## src/rtl/regbank_if.sv

```systemverilog
// regbank_if -- register-bank access bus.
//
// Groups the selector/write/read signals of the register bank so the
// datapath sees a single port. The master side (sequencer or testbench)
// drives selectors, write controls and write data; the slave side (the
// bank) returns the two read buses and the ready flag.
//
// Parameters:
//   WIDTH  data width of w, a, b
//   SELW   selector width, log2 of the architectural register count
//
// Signals:
//   sela, selb   read selectors; selb is also the write target
//   we, bytew    write enable, low-byte-only write
//   pc_inc       request PC := PC + 2
//   mode         SP bank select (0 kernel, 1 user)
//   w            write data
//   a, b         read data for sela / selb
//   ready        bank has finished its clear sequence
interface regbank_if #(
    parameter int WIDTH = 16,
    parameter int SELW  = 3
);
    logic [SELW-1:0]  sela;
    logic [SELW-1:0]  selb;
    logic             we;
    logic             bytew;
    logic             pc_inc;
    logic             mode;
    logic [WIDTH-1:0] w;
    logic [WIDTH-1:0] a;
    logic [WIDTH-1:0] b;
    logic             ready;

    modport master (
        output sela, selb, we, bytew, pc_inc, mode, w,
        input  a, b, ready
    );

    modport slave (
        input  sela, selb, we, bytew, pc_inc, mode, w,
        output a, b, ready
    );
endinterface

```

## src/rtl/regbank.sv

```systemverilog
// regbank -- architectural register file with PC and banked SP.
//
// Holds NREGS general registers plus a second stack pointer. Index
// NREGS-1 is the PC, index NREGS-2 is the SP, which resolves to the
// kernel copy (mode = 0) or the user copy (mode = 1, stored in the extra
// entry at index NREGS). Reads are combinational on two ports; one write
// port targets selb. The PC has its own +2 incrementer.
//
// After reset the bank walks a clear sequence, zeroing one entry per
// clock, and only then raises ready. Until ready, both read ports return
// zero and writes / increments are ignored, so stale contents never leak.
//
// Optional feature, macro REGBANK_BYPASS_EN:
//   when defined, a read port whose resolved index matches the active
//   write index returns the value being written (after byte merge and PC
//   bit-0 forcing) in the same cycle. When undefined, reads see stored
//   values only.
//
// Ports:
//   clk    single clock, rising edge
//   reset  synchronous active-high reset
//   bus    regbank_if.slave (sela, selb, we, bytew, pc_inc, mode, w in;
//          a, b, ready out)
module regbank #(
    parameter int WIDTH = 16,
    parameter int NREGS = 8
) (
    input  logic      clk,
    input  logic      reset,
    regbank_if.slave  bus
);
    localparam int SELW   = $clog2(NREGS);
    // One extra index bit so the user-SP entry (index NREGS) is addressable.
    localparam int IDXW   = SELW + 1;
    localparam int PC_IDX = NREGS - 1;
    localparam int SP_IDX = NREGS - 2;
    localparam int USP_IDX = NREGS;

    typedef enum logic {
        CLEAR = 1'b0,
        RUN   = 1'b1
    } state_t;

    state_t           state;
    logic [IDXW-1:0]  cnt;
    logic             ready_q;

    logic [WIDTH-1:0] mem [NREGS+1];

    // Map an architectural selector onto a storage index, applying SP banking.
    function automatic logic [IDXW-1:0] resolve(input logic [SELW-1:0] sel,
                                                input logic            m);
        if (sel == SELW'(SP_IDX) && m)
            return IDXW'(USP_IDX);
        else
            return {1'b0, sel};
    endfunction

    logic [IDXW-1:0]  idx_a;
    logic [IDXW-1:0]  idx_b;
    logic [IDXW-1:0]  widx;
    logic             wr_pc;
    logic [WIDTH-1:0] wdata;
    logic             wr_act;
    logic             inc_act;

    assign idx_a = resolve(bus.sela, bus.mode);
    assign idx_b = resolve(bus.selb, bus.mode);
    assign widx  = idx_b;
    assign wr_pc = (widx == IDXW'(PC_IDX));

    assign wr_act  = ready_q && bus.we;
    // A same-cycle write to the PC takes priority over the increment.
    assign inc_act = ready_q && bus.pc_inc && !(bus.we && wr_pc);

    // Post-write value: optional byte merge with the stored entry, then
    // force the PC even.
    always_comb begin
        wdata = bus.w;
        if (bus.bytew)
            wdata = {mem[widx][WIDTH-1:8], bus.w[7:0]};
        if (wr_pc)
            wdata[0] = 1'b0;
    end

    // Control FSM and storage updates.
    always_ff @(posedge clk) begin
        if (reset) begin
            state   <= CLEAR;
            cnt     <= '0;
            ready_q <= 1'b0;
        end else begin
            case (state)
                CLEAR: begin
                    mem[cnt] <= '0;
                    if (cnt == IDXW'(USP_IDX)) begin
                        state   <= RUN;
                        ready_q <= 1'b1;
                    end else begin
                        cnt <= cnt + 1'b1;
                    end
                end
                RUN: begin
                    if (wr_act)
                        mem[widx] <= wdata;
                    if (inc_act)
                        mem[PC_IDX] <= mem[PC_IDX] + WIDTH'(2);
                end
                default: begin
                    state   <= CLEAR;
                    cnt     <= '0;
                    ready_q <= 1'b0;
                end
            endcase
        end
    end

    // Read ports. Gated to zero until the clear sequence has finished.
    logic [WIDTH-1:0] rd_a;
    logic [WIDTH-1:0] rd_b;

    always_comb begin
        rd_a = '0;
        rd_b = '0;
        if (ready_q) begin
            rd_a = mem[idx_a];
            rd_b = mem[idx_b];
`ifdef REGBANK_BYPASS_EN
            if (wr_act && idx_a == widx)
                rd_a = wdata;
            if (wr_act && idx_b == widx)
                rd_b = wdata;
`endif
        end
    end

    assign bus.a     = rd_a;
    assign bus.b     = rd_b;
    assign bus.ready = ready_q;

endmodule

```

## src/flat_wrapper.sv

```systemverilog
// flat-port wrapper written by rule: the top's interface ports become plain ports
module regbank_flat 
#(
    parameter int WIDTH = 16,
    parameter int NREGS = 8
)
  (clk, reset, bus_sela, bus_selb, bus_we, bus_bytew, bus_pc_inc, bus_mode, bus_w, bus_a, bus_b, bus_ready);
  regbank_if #(.WIDTH(WIDTH), .SELW((3))) bus_i ();
  input  logic clk;
  input  logic reset;
  input wire logic [$bits(bus_i.sela)-1:0] bus_sela;
  input wire logic [$bits(bus_i.selb)-1:0] bus_selb;
  input wire logic [$bits(bus_i.we)-1:0] bus_we;
  input wire logic [$bits(bus_i.bytew)-1:0] bus_bytew;
  input wire logic [$bits(bus_i.pc_inc)-1:0] bus_pc_inc;
  input wire logic [$bits(bus_i.mode)-1:0] bus_mode;
  input wire logic [$bits(bus_i.w)-1:0] bus_w;
  output wire logic [$bits(bus_i.a)-1:0] bus_a;
  output wire logic [$bits(bus_i.b)-1:0] bus_b;
  output wire logic [$bits(bus_i.ready)-1:0] bus_ready;
  assign bus_i.sela = bus_sela;
  assign bus_i.selb = bus_selb;
  assign bus_i.we = bus_we;
  assign bus_i.bytew = bus_bytew;
  assign bus_i.pc_inc = bus_pc_inc;
  assign bus_i.mode = bus_mode;
  assign bus_i.w = bus_w;
  assign bus_a = bus_i.a;
  assign bus_b = bus_i.b;
  assign bus_ready = bus_i.ready;
  regbank #(.WIDTH(WIDTH), .NREGS(NREGS)) u_core (.clk(clk), .reset(reset), .bus(bus_i));
endmodule
```

## config.mk

```make
export PLATFORM = sky130hd
export DESIGN_NAME = regbank_flat
export DESIGN_NICKNAME = d
export VERILOG_FILES = /design/src/rtl/regbank_if.sv /design/src/rtl/regbank.sv /design/src/flat_wrapper.sv
export SDC_FILE = /design/constraint.sdc
export NUM_CORES = 1
export LEC_CHECK = 0
export BUFFER_PORTS_ARGS = -buffer_cell sky130_fd_sc_hd__buf_2
export CORE_MARGIN = 2
export CORE_UTILIZATION = 35
export CTS_CLUSTER_DIAMETER = 50
export CTS_CLUSTER_SIZE = 25
export DETAILED_ROUTE_END_ITERATION = 6
export GPL_TIMING_DRIVEN = 0
export SLEW_MARGIN = 20
export SYNTH_ARGS = -nofsm -noshare
export SYNTH_HDL_FRONTEND = slang
export SYNTH_SLANG_ARGS = --single-unit
```

## constraint.sdc

```tcl
create_clock -name clk -period 5.3 [get_ports clk]
set_clock_uncertainty 0.2 [all_clocks]
set_input_delay 0.53 -clock clk [delete_from_list [all_inputs] [get_ports clk]]
set_output_delay 0.53 -clock clk [all_outputs]
set_load 0.01 [all_outputs]
```

==> out/metrics.cfg <==
[logic_synthesis]
async_flop_share = 0
syn_avg_cell_area_um2 = 12.7
ys_ff_latch = 150
mappedNetlistArea_mm2 = 0.00815
yosys-top-cells-area = edfxtp_1, mux4_2, mux2i_1, mux2_2, a211oi_1
yosys.area.top_type_share = 0.531
synthFlopType = edfxtp_1
synthCells = 640
ys_warn_count = 0
synth_nets = 671
ys_seq_area_frac = 0.546
synth-edff-count = 144
synth.distinct_cells = 59
yosysTopAreaCell = edfxtp_1

[timing]
layout_min_cycle_time_ps = 3520
worst_pin_slew_ps = 1060
finalCritPeriodShare = 0.664
max_slew_margin = 0.292
slew_violations = 0
finalHoldViolations = 0
tns_ps = 0
fmax_ghz = 0.284
rsz0062_at_grt = false
finalSetupViolCount = 0

[critical_path]
end_kind = primary output
crit_chain = clkbuf_1, clkbuf_1, o21ai_0, a21oi_1, buf_2
cpLargestDelayFamily = buffers and inverters
required_ps = 4570
r2r-start = u_core.bus.ready
rrSetupSlack_ps = 2410
cp_num_buf_inv = 3
worst-setup-path-type = flop to primary output
cp_common_cell = clkbuf_1
rr_worst_depth = 7
start_kind = flop
crit_arrival_ps = 2790
cp_max_fo = 10
max_stage_delay_ps = 630
slowest_stage = clkbuf_1
r2r-end = u_core.mem[5][3]

[global_route]
grt_max_degree = 17
grt_pass1_wl_um = 36400
antenna_found_initial = 0
grt.total_usage = 0.208
grt_pass1_vias = 5814
grt_overflow_total = 0

[outcome]
status = completed

[detailed_routing]
drtIter0Drc = 661
vias_per_cell = 5.95
wl_per_cell_um = 24.7
via_count = 6031
ant_nets = 0
dr.pass1.iters = 5
drt_wl_total_um = 25100
drc = 0

[final_layout]
fin_area_mm2 = 0.00955
n_antenna_cell = 0
drive_gt1_frac = 0.263
syn_to_final_growth_pct = 17.2
nets = 747

[floorplanning]
rows = 55
die_y_um = 157
start_util = 0.359
core_area_mm2 = 0.0227
io_pins = 61
dieArea_mm2 = 0.0245
die-width_um = 157

[power_and_ir_drop]
p_per_area_mw_per_mm2 = 308
ir_drop_mv = 0.203
p_leak_nw = 3.36

[clock_network]
cts_tree = built
ctsLongestPathBuffers = 2
cts_resized = 0
postCtsHoldBufs = 0
cts.sinks = 150
clkSlewWorstSetupHoldPaths_ps = 60
htreeDepth = 4
root_buffer = clkbuf_16
cts_buffers = 17
clk_latency_ps = 430
post_cts_buffers = 0

[run]
max_cap_viol_count = 0

[place]
place_area_mm2 = 0.00889
portBuffers = 53
detailed_place_hpwl_um = 17100
routabilityCongestion = 0.858

[hold_path]
worstHoldPathCells = 2
hold_class = input pin to flop
min_to = u_core.cnt[2]
min_from = reset

worst max-delay path by stage:
stage                     start  depth (start not counted)  slack (ps)               end
6_report       u_core.bus.ready                          5        1780          bus_b[4]
4_1_cts        u_core.bus.ready                          5        1830          bus_b[4]
3_5_place_dp        bus_sela[2]                          6        1950         bus_a[14]
2_1_floorplan       bus_selb[0]                          6        2020  u_core.mem[8][0]
3_3_place_gp           bus_mode                          6         200  u_core.mem[8][4]
5_1_grt        u_core.bus.ready                          5        1700          bus_b[6]
per-layer routing:
metal	track usage	part of all wire	vias up
met1	0.278	0.43	3035
met5	0	0	-
met3	0.0507	0.082	61
met4	0.0799	0.032	0
met2	0.327	0.46	297
li1	-	-	2638
worst reg2reg max path, cell delays in order, from the launching register on:
cell	delay, ps
dfxtp_1	490
and4b_1	270
buf_2	330
nand3_1	160
o21ai_0	130
nand2_1	180
nor2_2	590
buf_8	240
cell usage after synthesis, types with 4 or more instances:
cell and number:
nor3b_1 5, edfxtp_1 144, o21ai_0 35, a21oi_1 38, xnor2_1 4, clkbuf_1 16, o221ai_1 5, nand2b_1 4
and2_1 13, mux4_2 29, nand2_1 35, and3_1 4, o211ai_1 5, xor2_1 11, buf_4 6, buf_2 14
nand3_1 17, buf_6 7, nor4_1 7, inv_1 6, nor3_1 11, a211oi_1 28, clkbuf_8 5, nor2_1 42
o2bb2ai_1 12, mux2_2 24, mux2i_1 37, nor2b_1 25, dfxtp_1 6
registers in the layout, indices dropped and copies added (netlist names):
name,flops
u_core.bus.ready,1
u_core.state,1
u_core.cnt,4
u_core.mem,144
per-stage QoR:
step	utilization	setup slack [ps]	hold slack, ps	cells	power (mW)
after floorplan	-	2020	328	640	1.51
after global placement	0.386	198	373	978	1.60
after detailed placement	0.391	1950	392	982	1.61
after CTS	0.420	1830	170	1014	2.94
after global routing	0.420	1700	188	1014	3.01
final	0.420	1780	177	1014	2.94
power breakdown:
part	internal (mW)	total, mW	switching, mW
clock network	0.882	1.35	0.469
logic	0.0980	0.256	0.158
registers	1.32	1.33	0.0152
final cells by class:
type | count | area, µm²
Clock inverter | 9 | 170
Buffer | 51 | 334
Inverter | 7 | 26.3
Clock buffer | 23 | 488
Multi-Input combinational cell | 432 | 3410
Timing Repair Buffer | 57 | 323
Sequential cell | 150 | 4440
Tap cell | 285 | 357
Fill cell | 2132 | 13200
layout by cell type, fill, tap and decap left out, types with 13 or more instances in the layout:
cell type,Yosys,final
buf_2,14,67
mux2_2,24,24
nor2_1,42,36
mux4_2,29,29
clkbuf_1,16,18
nor2b_1,25,25
nand2_1,35,35
clkbuf_16,0,17
o21ai_0,35,34
and2_1,13,13
edfxtp_1,144,144
a211oi_1,28,27
mux2i_1,37,37
a21oi_1,38,37
nand3_1,17,17
cells by family (layout without fill, tap and decap cells):
kind of cell,Yosys count,count (layout),synth area share
and+or+nand+nor,177,177,0.112
muxes,90,90,0.159
AOI/OAI and AO/OA,147,147,0.119
buffers and inverters,58,147,0.0442
adders and majority gates,3,3,0.00461
xor gates and xnor gates,15,15,0.0161
DFF,150,150,0.546
Note: power is estimated with default switching activity, not from simulation.
